===== src/rtl/exc_redirect_ctrl.sv =====
// exc_redirect_ctrl: M1-stage exception/interrupt initiator for CP0.
// Arbitrates interrupts, exceptions and ERET, then hands the redirect PC to fetch.
module exc_redirect_ctrl #(
  parameter logic [31:0] EXC_VECTOR    = 32'hBFC00380,
  parameter logic [31:0] REFILL_VECTOR = 32'hBFC00200,
  parameter int          SYNC_STAGES   = 2
) (
  input  logic        clk,
  input  logic        resetn,
  input  logic [5:0]  ext_int,
  input  logic        cp0_status_ie,
  input  logic        cp0_status_exl,
  input  logic [7:0]  cp0_status_im,
  input  logic [7:0]  cp0_cause_ip,
  input  logic        cp0_cause_ti,
  input  logic [31:0] cp0_epc,
  input  logic        m1s_valid,
  input  logic        m1s_has_exc,
  input  logic [4:0]  m1s_exc_code,
  input  logic        m1s_inst_eret,
  output logic        m1s_ex,
  output logic [4:0]  Exctype,
  output logic [5:0]  int_ext_sync,
  output logic        flush,
  output logic        redirect_valid,
  output logic [31:0] redirect_pc,
  input  logic        redirect_ready
);

  // Exctype codes shared with CP0
  localparam logic [4:0] NO_EX             = 5'h1F;
  localparam logic [4:0] INT               = 5'h00;
  localparam logic [4:0] ITLB_EX_REFILL    = 5'h12;
  localparam logic [4:0] DTLB_EX_RD_REFILL = 5'h13;
  localparam logic [4:0] DTLB_EX_WR_REFILL = 5'h14;

  typedef enum logic [1:0] {
    IDLE,
    REDIR,
    SETTLE
  } state_t;

  state_t state;

  logic [SYNC_STAGES-1:0][5:0] sync_q;
  logic [7:0]  hw_pend;
  logic        int_take;
  logic        eret_go;
  logic        is_refill;
  logic        refill_hit;
  logic [31:0] target;
  logic        unused_ip;

  assign unused_ip = ^cp0_cause_ip[7:2];

  // ext_int synchroniser; oldest stage feeds CP0
  always_ff @(posedge clk or negedge resetn) begin
    if (!resetn) begin
      sync_q <= '0;
    end else begin
      sync_q <= {sync_q[SYNC_STAGES-2:0], ext_int};
    end
  end

  assign int_ext_sync = sync_q[SYNC_STAGES-1];

  assign hw_pend = {int_ext_sync[5] | cp0_cause_ti,
                    int_ext_sync[4:0],
                    cp0_cause_ip[1:0]} & cp0_status_im;

  assign int_take = (|hw_pend) & cp0_status_ie
                  & ~cp0_status_exl;

  // Arbitration: interrupt > instruction exception > ERET
  always_comb begin
    m1s_ex  = 1'b0;
    Exctype = NO_EX;
    eret_go = 1'b0;
    if (state == IDLE) begin
      m1s_ex  = m1s_valid
              & (int_take | m1s_has_exc);
      Exctype = int_take ? INT
              : (m1s_has_exc ? m1s_exc_code : NO_EX);
      eret_go = m1s_valid & m1s_inst_eret
              & ~m1s_ex;
    end
  end

  assign flush = m1s_ex | eret_go;

  assign is_refill = (Exctype == ITLB_EX_REFILL)
                   | (Exctype == DTLB_EX_RD_REFILL)
                   | (Exctype == DTLB_EX_WR_REFILL);

  assign refill_hit = m1s_ex & is_refill
                    & ~cp0_status_exl;

  // Redirect target; ERET and refill are exclusive
  always_comb begin
    target = EXC_VECTOR;
    unique case (1'b1)
      eret_go:    target = cp0_epc;
      refill_hit: target = REFILL_VECTOR;
      default:    target = EXC_VECTOR;
    endcase
  end

  // Redirect handshake FSM with one settle cycle
  always_ff @(posedge clk or negedge resetn) begin
    if (!resetn) begin
      state          <= IDLE;
      redirect_valid <= 1'b0;
      redirect_pc    <= '0;
    end else begin
      unique case (state)
        IDLE: begin
          if (flush) begin
            state          <= REDIR;
            redirect_valid <= 1'b1;
            redirect_pc    <= target;
          end
        end
        REDIR: begin
          if (redirect_ready) begin
            state          <= SETTLE;
            redirect_valid <= 1'b0;
          end
        end
        SETTLE: begin
          state <= IDLE;
        end
        default: begin
          state          <= IDLE;
          redirect_valid <= 1'b0;
        end
      endcase
    end
  end

endmodule


===== config.mk =====
export PLATFORM = sky130hd
export DESIGN_NAME = exc_redirect_ctrl
export DESIGN_NICKNAME = d
export VERILOG_FILES = /design/src/rtl/exc_redirect_ctrl.sv
export SDC_FILE = /design/constraint.sdc
export NUM_CORES = 1
export LEC_CHECK = 0
export BUFFER_PORTS_ARGS = -buffer_cell sky130_fd_sc_hd__buf_2
export CELL_PAD_IN_SITES_DETAIL_PLACEMENT = 1
export CELL_PAD_IN_SITES_GLOBAL_PLACEMENT = 1
export CORE_ASPECT_RATIO = 1.4
export CORE_MARGIN = 2
export CORE_UTILIZATION = 29
export DETAILED_ROUTE_END_ITERATION = 10
export PLACE_DENSITY = 0.75
export SKIP_LAST_GASP = 1
export SLEW_MARGIN = 20
export SYNTH_ARGS = -nofsm -noshare
export SYNTH_HDL_FRONTEND = slang
export SYNTH_SLANG_ARGS = --single-unit

===== constraint.sdc =====
create_clock -name clk -period 2.4 [get_ports clk]
set_clock_uncertainty 0.05 [all_clocks]
set_input_delay 0.12 -clock clk [delete_from_list [all_inputs] [get_ports clk]]
set_output_delay 0.12 -clock clk [all_outputs]
set_load 0.02 [all_outputs]

After elaboration in Yosys (flattened, before gate mapping)
Index checks and enable logic that the tools add are counted.

Equality and inequality tests: 7. Bitwise gates (word level): 16. Reduce and logical (&&, ||, !) cells: 5. Muxes and demuxes: 12.

Operators with widths (number): case mux 32 bit (2 select lines) (1); == test 5 bit (second input constant) (3); two-way mux 5 bit (3); bitwise AND 8 bit (1); OR reduction 8 bit (1); bitwise AND 1 bit (7); bitwise OR 1 bit (5); two-way mux 1 bit (4); two-way mux 2 bit (2); inequality test 2 bit (second input constant) (2); case mux 2 bit (2 select lines) (1); AND reduction 2 bit (2); NOT 1 bit (3); case mux 1 bit (3 select lines) (1); AND reduction 3 bit (1); == test 2 x 1 -> 1 bit (second input constant) (1); == test 2 bit (second input constant) (1); zero test 2 bit (1).

Word-level logic and storage cells: 45. Output and inout bits: 46. Bits in registers: 47.

Logic depth before layout (Yosys ltp)
Gate-level depths: netlist (run 1).

Depth after elaboration: 13. Depth in mapped cells: 7. Gate-level depth less buffers: 6.

Least setup slack after synthesis (run 1)
OpenSTA, ideal clock, no wires.

Kind: register to register. Start point: register sync_q, in the netlist int_ext_sync[1]. End point: register redirect_pc[22]. Stages on the path, launching flop included: 8. Library setup time: 0.121 ns. Arrival time: 1.596 ns. Data required time: 2.229 ns. Setup slack: 0.633 ns. Path through: dfrtp_1 > a222oi_1 > and3_2 > a31oi_4 > nor2_4 > inv_2 > buf_6 > o22a_1.

Elaborated cells between the ends (all ways): 22. Classes of those cells: eq/ne (3); mux (5); bitwise (12); reduce/logical (2).

RTL lines: from (decl) (line 45) `logic [SYNC_STAGES-1:0][5:0] sync_q;`; from (signal assigned) (line 61) `sync_q <= {sync_q[SYNC_STAGES-2:0], ext_int};`; bitwise AND 8 bit (line 69) `cp0_cause_ip[1:0]} & cp0_status_im;`; OR reduction 8 bit (line 71) `assign int_take = (|hw_pend) & cp0_status_ie`; bitwise AND 1 bit (line 71); bitwise AND 1 bit (line 72) `& ~cp0_status_exl;`; bitwise OR 1 bit (line 81) `& (int_take | m1s_has_exc);`; bitwise AND 1 bit (line 81); two-way mux 1 bit (line 79) `if (state == IDLE) begin`; named net m1s_ex (line 21) `output logic m1s_ex,`; bitwise OR 1 bit (line 89) `assign flush = m1s_ex | eret_go;`; named net flush (line 24) `output logic flush,`; AND reduction 2 bit (no source line); to (signal assigned) (line 120) `redirect_pc <= target;`; to (decl) (line 26) `output logic [31:0] redirect_pc,`.

The timed path passes the listed nets, and every way through them passes these cells. A chain may end at the register's enable or synchronous reset.

Worst setup path in the final report (run 1)
Start point: register sync_q, in the netlist int_ext_sync[1]. End point: output flush.

Longest elaborated chain between the ends: 10. Elaborated cells between the ends (all ways): 11. Classes of those cells: mux (2); bitwise (8); reduce/logical (1).

Ends and longest elaborated chain: bitwise AND 8 bit * (line 69); OR reduction 8 bit * (line 71); bitwise AND 1 bit * (line 71); bitwise AND 1 bit * (line 72); bitwise OR 1 bit * (line 81); bitwise AND 1 bit * (line 81); NOT 1 bit (line 85) `& ~m1s_ex;`; bitwise AND 1 bit (line 85); two-way mux 1 bit (line 79); bitwise OR 1 bit * (line 89); to (decl) (line 24).

Every way passes the cells marked *; elsewhere a longest branch is shown, timed or not.

==> summary.md, run 1 <==
| Metric | Value |
|---|---|
| Status | `completed` |
| Max Cap Violations | `0` |
| Minimum clock period | `2107 ps` |
| Post-Place Cells | `303` |
| Vias in the first global route | `1810` |
| Count of cell types in the netlist | `31` |
| Unrepaired setup endpoints after global routing | `false` |
| CTS Sinks | `47` |
| Die Span Y | `97.10 µm` |
| Synth-to-layout area growth | `51.36%` |
| WL per Instance | `15.11 µm` |
| Clock-pin slew on the worst setup and hold paths | `80 ps` |
| Slew Viols, Final | `0` |
| Die area | `6846 µm²` |
| Synth Warn # | `0` |
| Sequential area share after synthesis | `65.51%` |
| Drt pass-1 iters | `4` |
| Slew @ Worst Pin | `657.0 ps` |
| WL met1 | `1851 µm` |
| First-pass GRT wire length | `8825 µm` |
| Lkg Pwr | `1.358 nW` |
| Crit-path max FO | `11` |
| Hold_ws | `10.69 ps` |
| Wire length on met2 | `2935 µm` |
| Setup crit end kind | `output pin` |
| GRT Total Usage | `16.10%` |
| Syn Area/Cell | `13.30 µm²` |
| CTS tree | `built` |
| WL final | `5077 µm` |
| Clk Tree Root Cell | `clkbuf_8` |
| R2r worst-path depth | `5` |
| HP Class | `in -> reg` |
| Starting Density | `30.41%` |
| Worst EP required | `2230 ps` |
| Largest net degree at the start of global routing | `48` |
| Critical path arrival | `1940 ps` |
| # resized after CTS | `0` |
| Via/cell ratio | `4.762` |
| Setup TNS | `0 ps` |
| Fillers | `679` |
| Met3 wire length | `193 µm` |
| DR iter-0 viols | `19` |
| H-tree depth | `2` |
| Initial antenna violation count | `0` |
| Cell Rows | `33` |
| Ant. Diodes | `0` |
| F_max | `0.4745 GHz` |
| Residual DRC count | `0` |
| Slew headroom | `56.06%` |
| Tot Pwr | `2.208 mW` |
| Synthesized instance count | `135` |
| WHS Path Cells | `2` |
| #FFs+latches synth | `47` |
| Power per Cell Area | `812.5 nW/µm²` |
| Crit Path Category | `reg -> out` |
| CP Launch Type | `flop` |
| IO Port Bufs | `107` |
| Final Hold Fails | `0` |
| Clk buf depth | `2` |
| Syn Nets | `203` |
| Routed via count | `1600` |
| Final Setup Violations | `0` |
| Worst vdd ir | `0.4725 mV` |
| Layout cells sized above 1 | `46.62%` |
| Skew-Pair Late Insertion Delay | `290 ps` |
| Fin cells | `336` |
| # IOs | `114` |
| Die width | `70.50 µm` |
| Top layer in use | `met4` |
| Total gr overflow | `0` |
| Num CTS Buffers | `5` |
| Final period util | `87.80%` |
| Core area | `5904 µm²` |
| Routed Antenna Nets | `0` |
| Mapped cell area | `1795 µm²` |
| Placer Congestion | `0.7784` |
| Hpwl dp | `3577 µm` |
| Final net count | `333` |
==> worst max-delay path, stage by stage (launching register included) <==
cell	delay, ps
dfrtp_1	380
a222oi_1	340
and3_2	300
a31o_2	220
nor2_4	40
inv_2	160
buf_2	200
==> synthesized netlist by cell type, drive strengths merged <==
cell type	n	area share, %
and3	2	0.77
a22oi	2	0.84
o21ai	8	2.2
a22o	20	9.8
inv	3	0.63
a21oi	1	0.28
nand2	2	0.42
nand2b	2	0.70
dfrtp	47	66
o22a	10	4.9
nand4b	1	0.49
nor2	11	2.9
mux2i	1	0.56
nor2b	2	0.70
nor4	1	0.35
buf	11	4.3
a31oi	2	1.5
nor3	4	1.1
o211ai	1	0.42
and4	1	0.49
a222oi	1	0.56
clkbuf	1	0.21
a31o	1	0.49
==> layout by cell type, fill, tap and decap left out, types with 3 or more instances in the layout <==
cell	count
o21ai_0	7
clkbuf_8	7
dlygate4sd3_1	25
dfrtp_1	47
o22a_1	10
buf_2	107
buf_4	3
a22o_1	20
nor2_1	9
nor3_1	4
==> state kept, by name (all words and copies together) (netlist names) <==
register,count
redirect_pc,32
int_ext_sync,6
sync_q,6
state,2
redirect_valid,1
==> metal layers <==
metal	global-route usage, %	vias to the layer above
met4	4.882	0
met3	2.178	7
met1	18.60	793
li1	-	749
met5	0	-
met2	30.12	51
==> where the power goes <==
part | switching [mW] | internal (mW) | total [mW]
Combinational | 0.413 | 0.280 | 0.693
Clock | 0.246 | 0.263 | 0.509
Sequential | 0.0743 | 0.932 | 1.01
Total | 0.733 | 1.47 | 2.21
==> metrics by stage <==
stage	area, µm²	utilization (%)	setup slack [ps]
2_1_floorplan	1795	-	633.3
3_3_place_gp	2361	39.99	358.8
3_5_place_dp	2361	39.99	351.9
4_1_cts	2701	45.75	256.2
5_1_grt	2718	46.03	99.86
6_report	2718	46.03	292.7
==> timing repair <==
item / in CTS / in global routing
hold buffers: 24 / 1
hold endpoints to repair: 71 / 1
buffers inserted: 0 / 0
==> path summary, 6_finish.rpt <==
kind | startpoint | to | slack [ps]
min in group asynchronous | resetn | sync_q[1] | 420
worst min register to register | sync_q[0] | int_ext_sync[0] | 300
worst min-delay path | cp0_epc[28] | redirect_pc[28] | 10
worst max register to register | int_ext_sync[1] | redirect_pc[7] | 450
max in group asynchronous | resetn | redirect_pc[30] | 1470
worst max-delay path | int_ext_sync[1] | flush | 290
==> area by class of cell <==
type | count | area, µm² | share of cell area [%]
sequential | 47 | 1176 | 43.28
timing repair buffer | 135 | 808.3 | 29.74
multi-input combinational | 73 | 534.3 | 19.66
clock buffer | 8 | 100.1 | 3.683
tap | 70 | 87.58 | 3.223
inverter | 3 | 11.26 | 0.4144
==> cells by family after synthesis <==
group	count (synthesis)	synth area share, %
DFF	47	65.51
AOI/OAI and AO/OA	46	20.97
and+or+nand+nor	26	7.875
buffers and inverters	15	5.087
muxes	1	0.5575
No activity file was read; power rests on OpenSTA's default activity.
==> run 2, diff against run 1 <==
Settings changed: MAX_ROUTING_LAYER set to met4.
==> run 2 against run 1 <==
  * Final cell count did not move
  * Die area unchanged
  * Global-route usage increased by 0.45 points
  * Cell area unchanged
  * First-iteration DRC count shrank 21%
  * Non-clock buffer count did not move
  * Count of clock-buffer cells in the layout stayed put
  * Worst hold slack is essentially flat
  * Routed wire length increased by 0.24%
  * Critical path type unchanged
  * Via count up 0.56%
  * Core utilization is the same
  * Critical endpoint unchanged
  * Largest cell class unchanged
  * Sequential cell count unchanged
==> summary.md, run 2 (synthesis gave the netlist of run 1 again) <==
| Metric | Value |
|---|---|
| WL final | `5089 µm` |
| Slew Viols, Final | `0` |
| Worst EP required | `2230 ps` |
| IO Port Bufs | `107` |
| HP Class | `in -> reg` |
| Starting Density | `30.41%` |
| Clk buf depth | `2` |
| Core area | `5904 µm²` |
| Unrepaired setup endpoints after global routing | `false` |
| R2r worst-path depth | `5` |
| Final instance area | `2718 µm²` |
| Die width | `70.50 µm` |
| WP buf/inv | `2` |
| Tot Pwr | `2.207 mW` |
| Hold path start | `cp0_epc[28]` |
| WL per Instance | `15.15 µm` |
| Largest register FFs | `32` |
| Clk Tree Root Cell | `clkbuf_8` |
| Most common cell after layout, fill and taps aside | `buf_2` |
| Setup TNS | `0 ps` |
| Worst reg2reg setup slack | `460 ps` |
| Fillers | `679` |
| Minimum clock period | `2109 ps` |
| Worst vdd ir | `0.4730 mV` |
| Fin util | `46.03%` |
| Residual DRC count | `0` |
| H-tree depth | `2` |
| Worst path max stage delay | `380 ps` |
| Routed Antenna Nets | `0` |
| Num CTS Buffers | `5` |
| GRT Total Usage | `16.55%` |
| Slew headroom | `55.85%` |
| Die area | `6846 µm²` |
| First-pass GRT wire length | `8825 µm` |
| Hpwl dp | `3577 µm` |
| Crit Path Category | `reg -> out` |
| Power per Cell Area | `812.2 nW/µm²` |
| Final Setup Violations | `0` |
| Worst Hold End | `redirect_pc[28]` |
| Ant. Diodes | `0` |
| Critical path arrival | `1940 ps` |
| Post-Place Cells | `303` |
| # IOs | `114` |
| WHS Path Cells | `2` |
| CP Launch Type | `flop` |
| DR iter-0 viols | `15` |
| Worst reg2reg endpoint | `redirect_pc[7]` |
| Vias in the first global route | `1810` |
| Setup slack after layout | `291.3 ps` |
| Layout cells sized above 1 | `46.62%` |
| Final Hold Fails | `0` |
| Setup crit end kind | `output pin` |
| Final net count | `333` |
| CTS Sinks | `47` |
| Via/cell ratio | `4.789` |
| Max Cap Violations | `0` |
| CP top delay family | `compound AO/OA/AOI/OAI gates` |
| Status | `completed` |
| Skew-Pair Late Insertion Delay | `290 ps` |
| Commonest cells after routing, fill and taps aside | `107 x buf_2, 47 x dfrtp_1, 25 x dlygate4sd3_1, 20 x a22o_1, 10 x o22a_1` |
| Routed via count | `1609` |
| Clock-pin slew on the worst setup and hold paths | `80 ps` |
| Largest net degree at the start of global routing | `48` |
| Cell Chain, Critical Path | `a222oi_1, and3_2, a31o_2, nor2_4, inv_2, buf_2` |
| Placer Congestion | `0.7891` |
| Pre-CTS WS | `351.9 ps` |
| Crit-path max FO | `11` |
| Lkg Pwr | `1.358 nW` |
| Worst path slowest cell | `dfrtp_1` |
| Hold_ws | `10.61 ps` |
| Biggest register | `redirect_pc` |
| Die Span Y | `97.10 µm` |
| Worst reg2reg path startpoint | `int_ext_sync[1]` |
| CTS tree | `built` |
| F_max | `0.4742 GHz` |
| Final period util | `87.86%` |
| Fin cells | `336` |
| Synth-to-layout area growth | `51.36%` |
| Slew @ Worst Pin | `660.1 ps` |
| Total gr overflow | `0` |
| Cell Rows | `33` |
| Initial antenna violation count | `0` |
| Drt pass-1 iters | `4` |
| Post-DP Area | `2361 µm²` |
## run 2: cell counts in the layout (fill, tap and decap cells not counted)
No cell type changed its count.
## run 2: worst reg2reg max path, stage by stage (launching register included)
cell and delay [ps]:
dfrtp_1 380, a222oi_1 340, and3_2 300, a21oi_1 160, nor4_1 470, nor3_1 120
## run 2: metal layers
metal	global-route usage [%]	wire (µm)
met2	30.19	2945
met5	-	0
met3	2.075	178
met4	4.882	95
met1	18.60	1869
## run 2: power breakdown
| part | internal [mW] | switching [mW] |
|---|---|---|
| logic | 0.280 | 0.413 |
| registers | 0.932 | 0.0740 |
| clock network | 0.263 | 0.245 |
| total | 1.47 | 0.733 |
## run 2: worst max-delay path by stage
stage               startpoint              end  slack [ps]  cells after the start
4_1_cts        int_ext_sync[1]            flush         260                      6
3_5_place_dp   int_ext_sync[1]   redirect_pc[8]         350                      5
6_report       int_ext_sync[1]            flush         290                      6
5_1_grt               state[1]            flush         100                      6
2_1_floorplan  int_ext_sync[1]  redirect_pc[22]         630                      7
3_3_place_gp   int_ext_sync[3]   redirect_pc[8]         360                      5
## run 2: final cells by class
| type | count | area (µm²) | area share [%] |
|---|---|---|---|
| clock buffers | 8 | 100.1 | 3.683 |
| well taps | 70 | 87.58 | 3.223 |
| multi-input cells | 73 | 534.3 | 19.66 |
| repair buffers | 135 | 808.3 | 29.74 |
| flip-flops and latches | 47 | 1176 | 43.28 |
| inverters | 3 | 11.26 | 0.4144 |
## run 2: what timing repair did
item / 4_1_cts / 5_1_grt
buffers inserted: 0 / 0
hold buffers: 24 / 1
resized for setup: 0 / 0
endpoints found under the hold margin: 71 / 1
